===== src/rtl/calc_pkg.sv =====
// Shared definitions for the calculator sequencer: key codes, state encoding
// and the default operand width.
package calc_pkg;

    localparam int CALC_WIDTH = 16;

    localparam logic [7:0] KEY_ADD = 8'd11;
    localparam logic [7:0] KEY_SUB = 8'd12;
    localparam logic [7:0] KEY_MUL = 8'd13;
    localparam logic [7:0] KEY_DIV = 8'd14;
    localparam logic [7:0] KEY_DEL = 8'd15;
    localparam logic [7:0] KEY_GO  = 8'd16;

    typedef enum logic [2:0] {
        ST_ENTER_A = 3'd0,
        ST_ENTER_B = 3'd1,
        ST_EXEC    = 3'd2,
        ST_WAIT    = 3'd3,
        ST_SHOW    = 3'd4
    } state_t;

    function automatic logic is_digit(input logic [7:0] k);
        return k <= 8'd9;
    endfunction

    function automatic logic is_oper(input logic [7:0] k);
        return (k >= KEY_ADD) && (k <= KEY_DIV);
    endfunction

endpackage


===== src/rtl/calc_sequencer_if.sv =====
// Key-event, ALU handshake and display bus of the calculator sequencer.
// master = the sequencer itself, slave = keyboard/ALU/display side.
import calc_pkg::*;

interface calc_sequencer_if #(parameter int WIDTH = CALC_WIDTH) ();
    logic             key_valid;
    logic [7:0]       key_code;
    logic             key_ready;
    logic [WIDTH-1:0] a;
    logic [WIDTH-1:0] b;
    logic [7:0]       op_code;
    logic             alu_start;
    logic             alu_done;
    logic [WIDTH-1:0] alu_r;
    logic [WIDTH-1:0] r;
    logic [1:0]       digits;
    logic [2:0]       state_o;
    logic             done;
    logic             err;

    modport master (
        input  key_valid, key_code, alu_done, alu_r,
        output key_ready, a, b, op_code, alu_start, r, digits, state_o, done, err
    );

    modport slave (
        output key_valid, key_code, alu_done, alu_r,
        input  key_ready, a, b, op_code, alu_start, r, digits, state_o, done, err
    );
endinterface


===== src/rtl/bcd_accum.sv =====
// Decimal operand accumulator: value <= value*10 + d while fewer than
// MAX_DIGITS digits have been taken; supports clear and direct load.
module bcd_accum #(
    parameter int WIDTH      = 16,
    parameter int MAX_DIGITS = 3,
    parameter int CNT_W      = 2
) (
    input  logic             clk,
    input  logic             srst,
    input  logic             clr,
    input  logic             load,
    input  logic [WIDTH-1:0] load_value,
    input  logic [CNT_W-1:0] load_count,
    input  logic             add,
    input  logic [3:0]       digit,
    output logic [WIDTH-1:0] value,
    output logic [CNT_W-1:0] count
);
    logic [WIDTH-1:0] value_reg;
    logic [CNT_W-1:0] count_reg;
    logic             full;
    logic [WIDTH-1:0] value_next;

    // x*10 built from shifts; overflow simply wraps at WIDTH bits
    assign value_next = (value_reg << 3) + (value_reg << 1) + WIDTH'(digit);
    assign full       = (count_reg >= CNT_W'(MAX_DIGITS));

    // Operand register: clear beats load beats digit append
    always_ff @(posedge clk) begin
        if (srst || clr) begin
            value_reg <= '0;
            count_reg <= '0;
        end else if (load) begin
            value_reg <= load_value;
            count_reg <= load_count;
        end else if (add && !full) begin
            value_reg <= value_next;
            count_reg <= count_reg + 1'b1;
        end
    end

    assign value = value_reg;
    assign count = count_reg;
endmodule


===== src/rtl/calc_sequencer.sv =====
// Calculator control FSM: builds operands A/B from decimal key events,
// captures the operator, runs the ALU via start/done and holds the result.
// Optional macro CALC_CHAIN_EN: an operator key in SHOW (no error) chains
// the result into A and continues with B entry.
import calc_pkg::*;

module calc_sequencer #(
    parameter int WIDTH      = CALC_WIDTH,
    parameter int MAX_DIGITS = 3,
    parameter int TIMEOUT    = 255
) (
    input logic              FPGAClk,
    input logic              rst,
    calc_sequencer_if.master bus
);
    localparam int CNT_W = $clog2(MAX_DIGITS + 1);
    localparam int TMO_W = $clog2(TIMEOUT + 1);

    state_t state_reg, state_next;

    logic [7:0]       op_reg;
    logic [WIDTH-1:0] r_reg;
    logic             err_reg;
    logic [TMO_W-1:0] tmo_reg;

    // Control strobes from the next-state decoder; index 0 = A, 1 = B
    logic [1:0]       acc_clr, acc_load, acc_add;
    logic [WIDTH-1:0] acc_load_value [2];
    logic [CNT_W-1:0] acc_load_count [2];
    logic [WIDTH-1:0] acc_value      [2];
    logic [CNT_W-1:0] acc_count      [2];
    logic             op_load, op_clr, r_load, r_clr, err_set, err_clr;
    logic             tmo_clr, tmo_inc;
    logic [7:0]       key;

    assign key = bus.key_code;

    genvar gi;
    generate
        for (gi = 0; gi < 2; gi++) begin : g_operand
            bcd_accum #(
                .WIDTH(WIDTH), .MAX_DIGITS(MAX_DIGITS), .CNT_W(CNT_W)
            ) u_accum (
                .clk       (FPGAClk),
                .srst      (rst),
                .clr       (acc_clr[gi]),
                .load      (acc_load[gi]),
                .load_value(acc_load_value[gi]),
                .load_count(acc_load_count[gi]),
                .add       (acc_add[gi]),
                .digit     (key[3:0]),
                .value     (acc_value[gi]),
                .count     (acc_count[gi])
            );
        end
    endgenerate

    // State register
    always_ff @(posedge FPGAClk) begin
        if (rst) state_reg <= ST_ENTER_A;
        else     state_reg <= state_next;
    end

    // Next state plus datapath strobes; keys outside ENTER_A/ENTER_B/SHOW fall through unused
    always_comb begin
        state_next        = state_reg;
        acc_clr           = '0;
        acc_load          = '0;
        acc_add           = '0;
        acc_load_value[0] = '0;
        acc_load_value[1] = '0;
        acc_load_count[0] = '0;
        acc_load_count[1] = '0;
        op_load           = 1'b0;
        op_clr            = 1'b0;
        r_load            = 1'b0;
        r_clr             = 1'b0;
        err_set           = 1'b0;
        err_clr           = 1'b0;
        tmo_clr           = 1'b0;
        tmo_inc           = 1'b0;
        case (state_reg)
            ST_ENTER_A, ST_ENTER_B: begin
                if (bus.key_valid) begin
                    if (is_digit(key)) begin
                        acc_add[state_reg == ST_ENTER_B] = 1'b1;
                    end else if (is_oper(key)) begin
                        op_load = 1'b1;
                        if (state_reg == ST_ENTER_A) begin
                            acc_clr[1] = 1'b1;
                            state_next = ST_ENTER_B;
                        end
                    end else if (key == KEY_DEL) begin
                        acc_clr    = 2'b11;
                        op_clr     = 1'b1;
                        r_clr      = 1'b1;
                        err_clr    = 1'b1;
                        state_next = ST_ENTER_A;
                    end else if (key == KEY_GO && state_reg == ST_ENTER_B
                                 && acc_count[1] != '0) begin
                        if (op_reg == KEY_DIV && acc_value[1] == '0) begin
                            err_set    = 1'b1;
                            r_clr      = 1'b1;
                            state_next = ST_SHOW;
                        end else begin
                            state_next = ST_EXEC;
                        end
                    end
                end
            end
            ST_EXEC: begin
                tmo_clr    = 1'b1;
                state_next = ST_WAIT;
            end
            ST_WAIT: begin
                // A done arriving on the timeout cycle still delivers its result
                if (bus.alu_done) begin
                    r_load     = 1'b1;
                    state_next = ST_SHOW;
                end else if (tmo_reg == TMO_W'(TIMEOUT - 1)) begin
                    err_set    = 1'b1;
                    r_clr      = 1'b1;
                    state_next = ST_SHOW;
                end else begin
                    tmo_inc = 1'b1;
                end
            end
            ST_SHOW: begin
                if (bus.key_valid) begin
                    if (is_digit(key)) begin
                        acc_load[0]       = 1'b1;
                        acc_load_value[0] = WIDTH'(key[3:0]);
                        acc_load_count[0] = CNT_W'(1);
                        acc_clr[1]        = 1'b1;
                        op_clr            = 1'b1;
                        err_clr           = 1'b1;
                        state_next        = ST_ENTER_A;
                    end else if (key == KEY_DEL) begin
                        acc_clr    = 2'b11;
                        op_clr     = 1'b1;
                        r_clr      = 1'b1;
                        err_clr    = 1'b1;
                        state_next = ST_ENTER_A;
                    end
`ifdef CALC_CHAIN_EN
                    else if (is_oper(key) && !err_reg) begin
                        acc_load[0]       = 1'b1;
                        acc_load_value[0] = r_reg;
                        acc_load_count[0] = '0;
                        acc_clr[1]        = 1'b1;
                        op_load           = 1'b1;
                        state_next        = ST_ENTER_B;
                    end
`endif
                end
            end
            default: state_next = ST_ENTER_A;
        endcase
    end

    // Opcode, result, sticky error and WAIT timeout counter
    always_ff @(posedge FPGAClk) begin
        if (rst) begin
            op_reg  <= '0;
            r_reg   <= '0;
            err_reg <= 1'b0;
            tmo_reg <= '0;
        end else begin
            if (op_clr)       op_reg <= '0;
            else if (op_load) op_reg <= key;
            if (r_clr)        r_reg <= '0;
            else if (r_load)  r_reg <= bus.alu_r;
            if (err_set)      err_reg <= 1'b1;
            else if (err_clr) err_reg <= 1'b0;
            if (tmo_clr)      tmo_reg <= '0;
            else if (tmo_inc) tmo_reg <= tmo_reg + 1'b1;
        end
    end

    // Moore outputs decoded from the current state
    always_comb begin
        bus.key_ready = 1'b0;
        bus.alu_start = 1'b0;
        bus.done      = 1'b0;
        bus.digits    = 2'(acc_count[1]);
        case (state_reg)
            ST_ENTER_A: begin
                bus.key_ready = 1'b1;
                bus.digits    = 2'(acc_count[0]);
            end
            ST_ENTER_B: bus.key_ready = 1'b1;
            ST_EXEC:    bus.alu_start = 1'b1;
            ST_SHOW: begin
                bus.key_ready = 1'b1;
                bus.done      = 1'b1;
            end
            default: ;
        endcase
    end

    assign bus.a       = acc_value[0];
    assign bus.b       = acc_value[1];
    assign bus.op_code = op_reg;
    assign bus.r       = r_reg;
    assign bus.err     = err_reg;
    assign bus.state_o = state_reg;
endmodule

===== src/flat_wrapper.sv =====
// flat-port wrapper written by rule: the top's interface ports become plain ports
module calc_sequencer_flat 
#(
    parameter int WIDTH      = CALC_WIDTH,
    parameter int MAX_DIGITS = 3,
    parameter int TIMEOUT    = 255
)
  (FPGAClk, rst, bus_key_valid, bus_key_code, bus_alu_done, bus_alu_r, bus_key_ready, bus_a, bus_b, bus_op_code, bus_alu_start, bus_r, bus_digits, bus_state_o, bus_done, bus_err);
  calc_sequencer_if #(.WIDTH(WIDTH)) bus_i ();
  input logic FPGAClk;
  input logic rst;
  input wire logic [$bits(bus_i.key_valid)-1:0] bus_key_valid;
  input wire logic [$bits(bus_i.key_code)-1:0] bus_key_code;
  input wire logic [$bits(bus_i.alu_done)-1:0] bus_alu_done;
  input wire logic [$bits(bus_i.alu_r)-1:0] bus_alu_r;
  output wire logic [$bits(bus_i.key_ready)-1:0] bus_key_ready;
  output wire logic [$bits(bus_i.a)-1:0] bus_a;
  output wire logic [$bits(bus_i.b)-1:0] bus_b;
  output wire logic [$bits(bus_i.op_code)-1:0] bus_op_code;
  output wire logic [$bits(bus_i.alu_start)-1:0] bus_alu_start;
  output wire logic [$bits(bus_i.r)-1:0] bus_r;
  output wire logic [$bits(bus_i.digits)-1:0] bus_digits;
  output wire logic [$bits(bus_i.state_o)-1:0] bus_state_o;
  output wire logic [$bits(bus_i.done)-1:0] bus_done;
  output wire logic [$bits(bus_i.err)-1:0] bus_err;
  assign bus_i.key_valid = bus_key_valid;
  assign bus_i.key_code = bus_key_code;
  assign bus_i.alu_done = bus_alu_done;
  assign bus_i.alu_r = bus_alu_r;
  assign bus_key_ready = bus_i.key_ready;
  assign bus_a = bus_i.a;
  assign bus_b = bus_i.b;
  assign bus_op_code = bus_i.op_code;
  assign bus_alu_start = bus_i.alu_start;
  assign bus_r = bus_i.r;
  assign bus_digits = bus_i.digits;
  assign bus_state_o = bus_i.state_o;
  assign bus_done = bus_i.done;
  assign bus_err = bus_i.err;
  calc_sequencer #(.WIDTH(WIDTH), .MAX_DIGITS(MAX_DIGITS), .TIMEOUT(TIMEOUT)) u_core (.FPGAClk(FPGAClk), .rst(rst), .bus(bus_i));
endmodule

===== config.mk =====
export PLATFORM = sky130hd
export DESIGN_NAME = calc_sequencer_flat
export DESIGN_NICKNAME = d
export VERILOG_FILES = /design/src/rtl/calc_pkg.sv /design/src/rtl/calc_sequencer_if.sv /design/src/rtl/bcd_accum.sv /design/src/rtl/calc_sequencer.sv /design/src/flat_wrapper.sv
export SDC_FILE = /design/constraint.sdc
export NUM_CORES = 1
export LEC_CHECK = 0
export BUFFER_PORTS_ARGS = -buffer_cell sky130_fd_sc_hd__buf_2
export CORE_ASPECT_RATIO = 1.2
export CORE_MARGIN = 1.5
export CORE_UTILIZATION = 45
export CTS_CLUSTER_SIZE = 40
export DETAILED_ROUTE_END_ITERATION = 6
export GPL_TIMING_DRIVEN = 0
export PLACE_DENSITY = 0.67
export SLEW_MARGIN = 5
export SYNTH_ARGS = -nofsm -noshare
export SYNTH_HDL_FRONTEND = slang
export SYNTH_SLANG_ARGS = --single-unit

===== constraint.sdc =====
create_clock -name FPGAClk -period 6 [get_ports FPGAClk]
set_clock_uncertainty 0.15 [all_clocks]
set_input_delay 0.3 -clock FPGAClk [delete_from_list [all_inputs] [get_ports FPGAClk]]
set_output_delay 0.3 -clock FPGAClk [all_outputs]
set_load 0.005 [all_outputs]

# Word level (Yosys, flattened, before mapping)

Index checks and enable logic that the tools add are counted.

Input port bits: 28
Output and inout bits: 65
Register bits after elaboration: 72
Word-level logic and storage cells: 139

$add $sub $neg: 7
Reduce and logical (&&, ||, !) cells: 22
$lt $le $gt $ge: 7
Equality and inequality tests: 15
Multiplexer cells: 79

Operators by type and width:

| kind                                                                                 | number |
|---|---|
| 16-bit two-way mux                                                                   | 4 |
| 1-bit two-way mux                                                                    | 44 |
| 3-bit two-way mux                                                                    | 12 |
| 16-bit adder                                                                         | 2 |
| 16-bit by 4-bit adder with 16-bit output                                             | 2 |
| 2-bit two-way mux                                                                    | 12 |
| 8-bit by 4-bit equality test with 1-bit output (second input constant)               | 2 |
| 8-bit by 4-bit less-or-equal comparator with 1-bit output (second input constant)    | 2 |
| 16-bit zero test                                                                     | 1 |
| 3-bit one-hot mux with 4 select lines                                                | 1 |
| 8-bit by 1-bit adder with 8-bit output (second input constant)                       | 1 |
| 8-bit by 5-bit equality test with 1-bit output (second input constant)               | 1 |
| 8-bit equality test (second input constant)                                          | 1 |
| 8-bit by 4-bit greater-or-equal comparator with 1-bit output (second input constant) | 1 |
| 2-bit OR reduction                                                                   | 4 |
| 1-bit logical AND                                                                    | 7 |
| 7-bit AND reduction                                                                  | 1 |
| 3-bit by 2-bit equality test with 1-bit output (second input constant)               | 2 |
| 2-bit != test (second input constant)                                                | 3 |
| 2-bit nonzero test                                                                   | 3 |
| 2-bit by 1-bit adder with 2-bit output (second input constant)                       | 2 |
| 2-bit greater-or-equal comparator (second input constant)                            | 2 |
| 4-bit two-way mux                                                                    | 1 |
| 4-bit by 1-bit != test with 1-bit output (second input constant)                     | 1 |
| 15 further kinds                                                                     | 18 |

# Longest topological paths before layout

Gate-level depths: netlist of the first run.

Depth in word-level cells: 11
Depth in mapped cells: 10
Gate-level depth less buffers: 10

# Cells and area by module

From an unflattened synthesis of the first run, not the netlist that was laid out.

Cells, all modules: 652
Area, all modules: 5311.3 um2

Modules (own cells, without submodules):

| module         | times used | seq. area each (um2) | cells an instance | area each (um2) |
|---|---|---|---|---|
| bcd_accum      | 2          | 360.3                | 219               | 1681.6 |
| calc_sequencer | 1          | 720.7                | 214               | 1948.1 |

# Worst setup path before layout of the first run

OpenSTA, ideal clock, no wires.

Kind: reg-to-reg
From: reg u_core.g_operand[1].u_accum.value_reg[2]
To: reg u_core.g_operand[1].u_accum.value_reg[15]
Stages on the path, launching flop included: 8
Buffers on the path: 0
Setup time: 0.122 ns
Setup slack: 3.343 ns
Data arrival time: 2.385 ns
Period minus slack after synthesis: 2.657 ns
Required time: 5.728 ns
Cell sequence: dfxtp_1 -> fa_1 -> ha_1 -> a211oi_1 -> o21ai_0 -> a41oi_1 -> nor2_1 -> o311a_1

Word-level cells in the longest chain between the ends: 2

RTL lines:

| item                                     | line            | RTL |
|---|---|---|
| from (decl)                              | bcd_accum.sv:19 | `logic [WIDTH-1:0] value_reg;` |
| from (signal assigned)                   | bcd_accum.sv:34 | `value_reg <= load_value;` |
| from (signal assigned)                   | bcd_accum.sv:37 | `value_reg <= value_next;` |
| 16-bit adder                             | bcd_accum.sv:25 | `assign value_next = (value_reg << 3) + (value_reg << 1) + WIDTH'(digit);` |
| 16-bit by 4-bit adder with 16-bit output | bcd_accum.sv:25 |  |

Every way passes these cells.
A chain may end at the register's enable or synchronous reset.

# Worst setup path after layout of the first run

From: reg u_core.g_operand[1].u_accum.value_reg[0]
To: reg u_core.g_operand[1].u_accum.value_reg[15]

The elaborated chain is that of the path after synthesis.

==> summary.txt, run 1 <==
Floorplanning
  • Num rows: 40
  • Core Box Area: 10100 sq um
  • Die ar.: 11000 sq um
  • Die X: 96 um
  • Die height: 115 um
  • Starting Density: 46.4%
  • # IOs: 93

Setup path
  • Critical path required time: 6080 ps
  • Crit. End Element: register
  • CP cell instances: fa_1 -> ha_1 -> a211oi_1 -> o21ai_0 -> a41oi_1 -> nor2_1 -> o311a_1
  • Worst EP arrival: 3120 ps
  • Worst Path Max Fanout: 5
  • Worst Setup Start Kind: register
  • Delay-heaviest family, CP: compound AO/OA/AOI/OAI gates
  • Slowest stage delay, CP: 500 ps
  • CP startpoint: u_core.g_operand[1].u_accum.value[0]
  • Buffers & Inverters on Critical Path: 0
  • Slowest cell on crit path: fa_1
  • WS Path Type: register to register
  • Worst reg2reg path startpoint: u_core.g_operand[1].u_accum.value[0]

Clock tree
  • # clock sinks: 72
  • CTS Hold Bufs: 0
  • Max H-tree Level: 3
  • Post-cts sizing count: 0
  • Clock tree buffer depth: 2
  • Root buffer cell: clkbuf_16
  • Clk Latency, worst-skew pair: ~340 ps
  • # Post-CTS Setup Buffers: 0
  • CTS buffer count: 9
  • CTS clk-pin slew, worst paths: roughly 60 ps
  • CTS tree: built

Synthesis
  • Post-synthesis cell area: 4670 sq um
  • Register area share after synthesis: 30.9%
  • Leading register cell type out of synthesis: dfxtp_1
  • Post-synth ARST share: 0%
  • Syn Nets: 654
  • Synth warnings: 0
  • Post-synthesis register bit count: slightly above 70
  • Number of distinct library cells after synthesis: 59
  • Top-area cell type share of the netlist area: a little under a third
  • Syn Inst Count: 565
  • Number of synthesized flops with an enable pin: 0
  • Synth area leader: dfxtp_1
  • Commonest cells in the netlist: nand2_1, dfxtp_1, a21oi_1, ha_1, nor2_1
  • Most common cell in the netlist: nand2_1
  • Syn Area/Cell: 8.27 sq um
  • Synth area leaders: dfxtp_1, ha_1, nand2_1

Timing
  • Final hold viol count: 0
  • RSZ-0062 raised after global routing: no
  • Fin Setup TNS: 0 ps
  • Slew headroom: about 66%
  • Final period util: 50.7%
  • Max-slew violations: 0
  • Final setup viols: 0
  • Slew at the pin closest to its max-slew limit: 515 ps
  • Max Clk Rate: 0.329 GHz
  • Tmin final: between 3000 and 4000 ps
  • Worst hold slack: 45.4 ps

Drt
  • Number of vias per cell: 5.55
  • Vias post-DR: 4427
  • DR iter-0 viols: 222
  • # DRC: 0
  • Final WL: 12000 um
  • Routed len/inst: 15.0 um
  • Initial DRT Pass Iterations: 4
  • Final ANT Viol Nets: 0

Finish
  • Share of layout cells above drive strength 1: between 10% and 20%
  • End-of-flow core utilization: 55.2%
  • Final std cells w/o fill: 797
  • # diodes: 0
  • Number of fill cells in the layout: about 1000
  • Synth-to-layout area growth: 18.9%
  • Fin nets: between 700 and 800
  • Max reg flops: 32

GRT
  • Vias in the first global route: 4182
  • Antenna violations before repair: 0
  • Largest net degree at the start of global routing: 14
  • Global-route wire length before repair: 19500 um
  • GRT Resource Usage Total: 22.9%
  • Grt ovf: 0

Pwr
  • Maximum vdd drop: 137 uV
  • Leakage: roughly 2.6 nW
  • Pwr per Cell Area: between 150 and 200 nW/um^2

Hold path
  • HP Class: input port to register
  • Hold Startpoint: bus_alu_r[13]

Placement
  • Port buffer count: 90
  • Cells after DPL: 781
  • Post-DP HPWL: ~9400 um
  • Global placement routability congestion: roughly 0.9

Flow run
  • Max-cap violations: 0

Status
  • Run status: completed
cells by family (layout without fill, tap and decap cells):
kind of cell    after synthesis  in the layout  synth area share [%]
xor+xnor                     30             30                  5.63
compound gates              145            145                  19.8
fa+ha+maj                    61             61                  17.0
mux                           7              7                  1.55
flops                        72             72                  30.9
buf+inv                      42            148                  3.67
simple gates                208            208                  21.5
report_power, final:
part           internal [mW]  switching, mW
Sequential             0.479       0.000690
Combinational         0.0175         0.0295
Clock                  0.281          0.216
final timing paths:
check / to / slack [ps] / depth (start not counted)
max reg2reg: u_core.g_operand[1].u_accum.value[15] / 2960 / 7
min: u_core.bus.r[13] / 50 / 3
min reg2reg: u_core.g_operand[0].u_accum.value[15] / 300 / 2
max: u_core.g_operand[1].u_accum.value[15] / 2960 / 7
stage by stage:
stage          setup slack [ps]  area, sq um  power (mW)
2_1_floorplan              3340         4670       0.517
3_3_place_gp               2980         5280       0.536
3_5_place_dp               2950         5280       0.537
4_1_cts                    2940         5550        1.04
5_1_grt                    2820         5550        1.06
6_report                   2960         5550        1.02
worst register-to-register path: cells and delay by family (launching register included):
family	cells	cell delay, ps
AND/OR/NAND/NOR	1	120
adder cells (fa/ha/maj)	2	840
AO/OA/AOI/OAI	4	1340
flip-flops	1	470
layer usage:
metal,global-route usage [%],part of all wire [%],vias up
met3,5.64,5.4,12
met2,39.9,50,105
li1,-,-,2247
met4,6.76,1.1,0
met5,0,0,-
met1,27.3,43,2063
cells in the final DEF (no fill, tap or decap), types with 11 or more instances in the layout:
| cell type | netlist | routed |
|---|---|---|
| nor2_1 | 41 | 41 |
| nor3_1 | 11 | 11 |
| o21ai_0 | 17 | 17 |
| nand2_1 | 87 | 87 |
| clkbuf_1 | 14 | 15 |
| xnor2_1 | 20 | 20 |
| nand3_1 | 12 | 12 |
| buf_2 | 11 | 101 |
| nand4_1 | 12 | 12 |
| inv_1 | 15 | 15 |
| a21oi_1 | 57 | 57 |
| dfxtp_1 | 72 | 72 |
| ha_1 | 57 | 57 |
layout make-up:
type                       count  area [sq um]  area share (%)
sequential                    72          1440            26.0
clock buffer                  10           229            4.12
timing repair buffer          90           450            8.11
multi-input combinational    451          3060            55.1
clock inverter                 6          45.0           0.811
tap                          126           158            2.84
buffer                        26           111            2.01
inverter                      16          60.1            1.08
(Power assumes the default switching activity.)
==> run 2: changes to the inputs <==
==> constraint.sdc (replaced) <==
create_clock -name FPGAClk -period 2.88 [get_ports FPGAClk]
set_clock_uncertainty 0.15 [all_clocks]
set_input_delay 0.144 -clock FPGAClk [delete_from_list [all_inputs] [get_ports FPGAClk]]
set_output_delay 0.144 -clock FPGAClk [all_outputs]
set_load 0.005 [all_outputs]
==> summary.txt, run 2 (synthesis gave the netlist of run 1 again) <==
GRT
  • Grt ovf: 0 (unchanged)
  • Antenna violations before repair: 0 (unchanged)
  • Global-route wire length before repair: 19900 um (+2.1%)
  • GRT Resource Usage Total: 23.3% (+0.42 points)
  • Vias in the first global route: 4280 (+2.3%)
  • Largest net degree at the start of global routing: 14 (unchanged)

Finish
  • Post-route cell area: 5760 sq um (+3.7%)
  • Synth-to-layout area growth: 23.3%
  • Max reg flops: 32 (unchanged)
  • Share of layout cells above drive strength 1: 20.7% (+1.1 points)
  • # diodes: 0 (unchanged)
  • Most common cell after layout, fill and taps aside: buf_2
  • Fin nets: 771 (+2.1%)
  • Highest-count cells in the layout ignoring fill and taps: buf_2, nand2_1, dfxtp_1, a21oi_1, ha_1

Pwr
  • Leakage: 2.62 nW (+2.4%)
  • PnR Total Power: 2.15 mW (+110%)
  • Pwr per Cell Area: 373 nW/um^2 (+100%)
  • Maximum vdd drop: 287 uV (+110%)

Timing
  • Max Clk Rate: 0.359 GHz (+9.3%)
  • RSZ-0062 raised after global routing: yes
  • Final worst slack: 97.5 ps (-2860 ps)
  • Max-slew violations: 0 (unchanged)
  • Final period util: 96.6% (+46 points)
  • Slew at the pin closest to its max-slew limit: 512 ps (-3.09 ps)
  • Fin Setup TNS: 0 ps (unchanged)
  • Slew headroom: 65.8% (+0.21 points)
  • Final hold viol count: 0 (unchanged)
  • Final setup viols: 0 (unchanged)
  • Tmin final: 2780 ps (-259 ps)

Setup path
  • CP most frequent cell: fa_2
  • Critical path required time: 3000 ps (-3080 ps)
  • Buffers & Inverters on Critical Path: 0 (unchanged)
  • Slowest stage delay, CP: 600 ps (+100 ps)
  • Worst EP arrival: 2900 ps (-220 ps)
  • CP cell instances: fa_2 -> fa_2 -> a211oi_2 -> o21ai_2 -> nand2_1 -> or3b_2 -> a211o_1 -> a31oi_1
  • Worst reg2reg path startpoint: u_core.g_operand[1].u_accum.value[2]
  • Delay-heaviest family, CP: adder cells
  • Worst Setup Start Kind: register
  • Worst Path Max Fanout: 5 (unchanged)
  • Crit. End Element: register
  • Slowest cell on crit path: fa_2
  • Register-to-Register Path Depth: 8 (+1)
  • Worst R2R Setup Slack: 100 ps (-2860 ps)
  • Crit path depth: 8 (+1)
  • Reg-to-reg endpoint: u_core.g_operand[1].u_accum.value[14]
  • WS Path Type: register to register

Clock tree
  • Clk Latency, worst-skew pair: 340 ps (about the same)
  • CTS clk-pin slew, worst paths: 60 ps (about the same)
  • # clock sinks: 72 (unchanged)
  • Root buffer cell: clkbuf_16
  • CTS buffer count: 9 (unchanged)
  • Max H-tree Level: 3 (unchanged)
  • Clock tree buffer depth: 2 (unchanged)
  • # Post-CTS Setup Buffers: 0 (unchanged)
  • CTS tree: built

Floorplanning
  • Num rows: 40 (unchanged)
  • Starting Density: 46.4% (unchanged)
  • Die ar.: 11000 sq um (unchanged)
  • Die X: 96 um (unchanged)
  • # IOs: 93 (unchanged)
  • Die height: 115 um (unchanged)
  • Core Box Area: 10100 sq um (unchanged)

Flow run
  • Max-cap violations: 0 (unchanged)

Placement
  • Placement Setup Slack: -166 ps (-3120 ps)
  • Global placement routability congestion: 0.899 (unchanged)
  • Port buffer count: 90 (unchanged)
  • Post-DP HPWL: 9420 um (unchanged)
  • Cell Area, Placed: 5280 sq um (unchanged)

Drt
  • DR iter-0 viols: 227 (+2.3%)
  • Vias post-DR: 4474 (+1.1%)
  • Final ANT Viol Nets: 0 (unchanged)
  • Final WL: 12200 um (+2.3%)
  • # DRC: 0 (unchanged)
  • Routed len/inst: 15.1 um (+0.30%)
  • Initial DRT Pass Iterations: 4 (unchanged)
  • Number of vias per cell: 5.50 (-0.93%)

Hold path
  • Hold Path Stages: 2 (-1)
  • HP Class: input port to register
  • Hold Path Sink: u_core.bus.state_o[1]
  • Hold Startpoint: rst

Status
  • Run status: completed
-- run 2: worst max path at each step --
stage / start / endpoint / slack, ps
floorplan: u_core.g_operand[1].u_accum.value[2] / u_core.g_operand[1].u_accum.value[15] / 220
global placement: u_core.g_operand[1].u_accum.value[0] / u_core.g_operand[1].u_accum.value[15] / -140
detailed placement: u_core.g_operand[1].u_accum.value[0] / u_core.g_operand[1].u_accum.value[15] / -170
CTS: u_core.g_operand[1].u_accum.value[2] / u_core.g_operand[1].u_accum.value[14] / 5
global route: u_core.g_operand[1].u_accum.value[2] / u_core.g_operand[1].u_accum.value[14] / -2
finish: u_core.g_operand[1].u_accum.value[2] / u_core.g_operand[1].u_accum.value[14] / 100
-- run 2: worst reg2reg max path, delay by kind of cell, from the launching register on --
kind,cells,cell delay (ps)
fa+ha+maj,2,850
compound gates,4,750
simple gates,2,600
flops,1,370
-- run 2: area by class of cell --
type / instances / area (sq um)
Fill cell: 966 / 4300
Tap cell: 126 / 158
Multi-Input combinational cell: 451 / 3100
Clock inverter: 6 / 45.0
Buffer: 26 / 111
Sequential cell: 72 / 1440
Timing Repair Buffer: 106 / 611
Clock buffer: 10 / 229
Inverter: 16 / 60.1
-- run 2: repair_timing --
| action | CTS | global route |
|---|---|---|
| hold buffers | 16 | 0 |
| endpoints found under the setup margin | 5 | 6 |
| endpoints found under the hold margin | 16 | 0 |
| resized for setup | 4 | 9 |
| pin swaps | 3 | 1 |
-- run 2: power by group --
group	leakage [nW]	switching (mW)	internal, mW	total (mW)
sequential	0.581	0.00144	0.997	0.999
combinational	1.92	0.0648	0.0509	0.116
clock	0.125	0.450	0.586	1.04
-- run 2: per-stage QoR --
stage,hold slack [ps],std cells,util [%]
after floorplan,130,565,-
after global placement,237,781,52.5
after detailed placement,242,781,52.5
after CTS,30.6,813,56.9
after global routing,91.0,813,57.2
final,38.8,813,57.2
-- run 2: layer usage --
layer	up-vias	wire length, um	global-route usage [%]
li1	2278	-	-
met5	-	0	0
met3	16	595	5.51
met2	108	6140	41.0
met1	2072	5330	27.7
met4	0	180	6.76
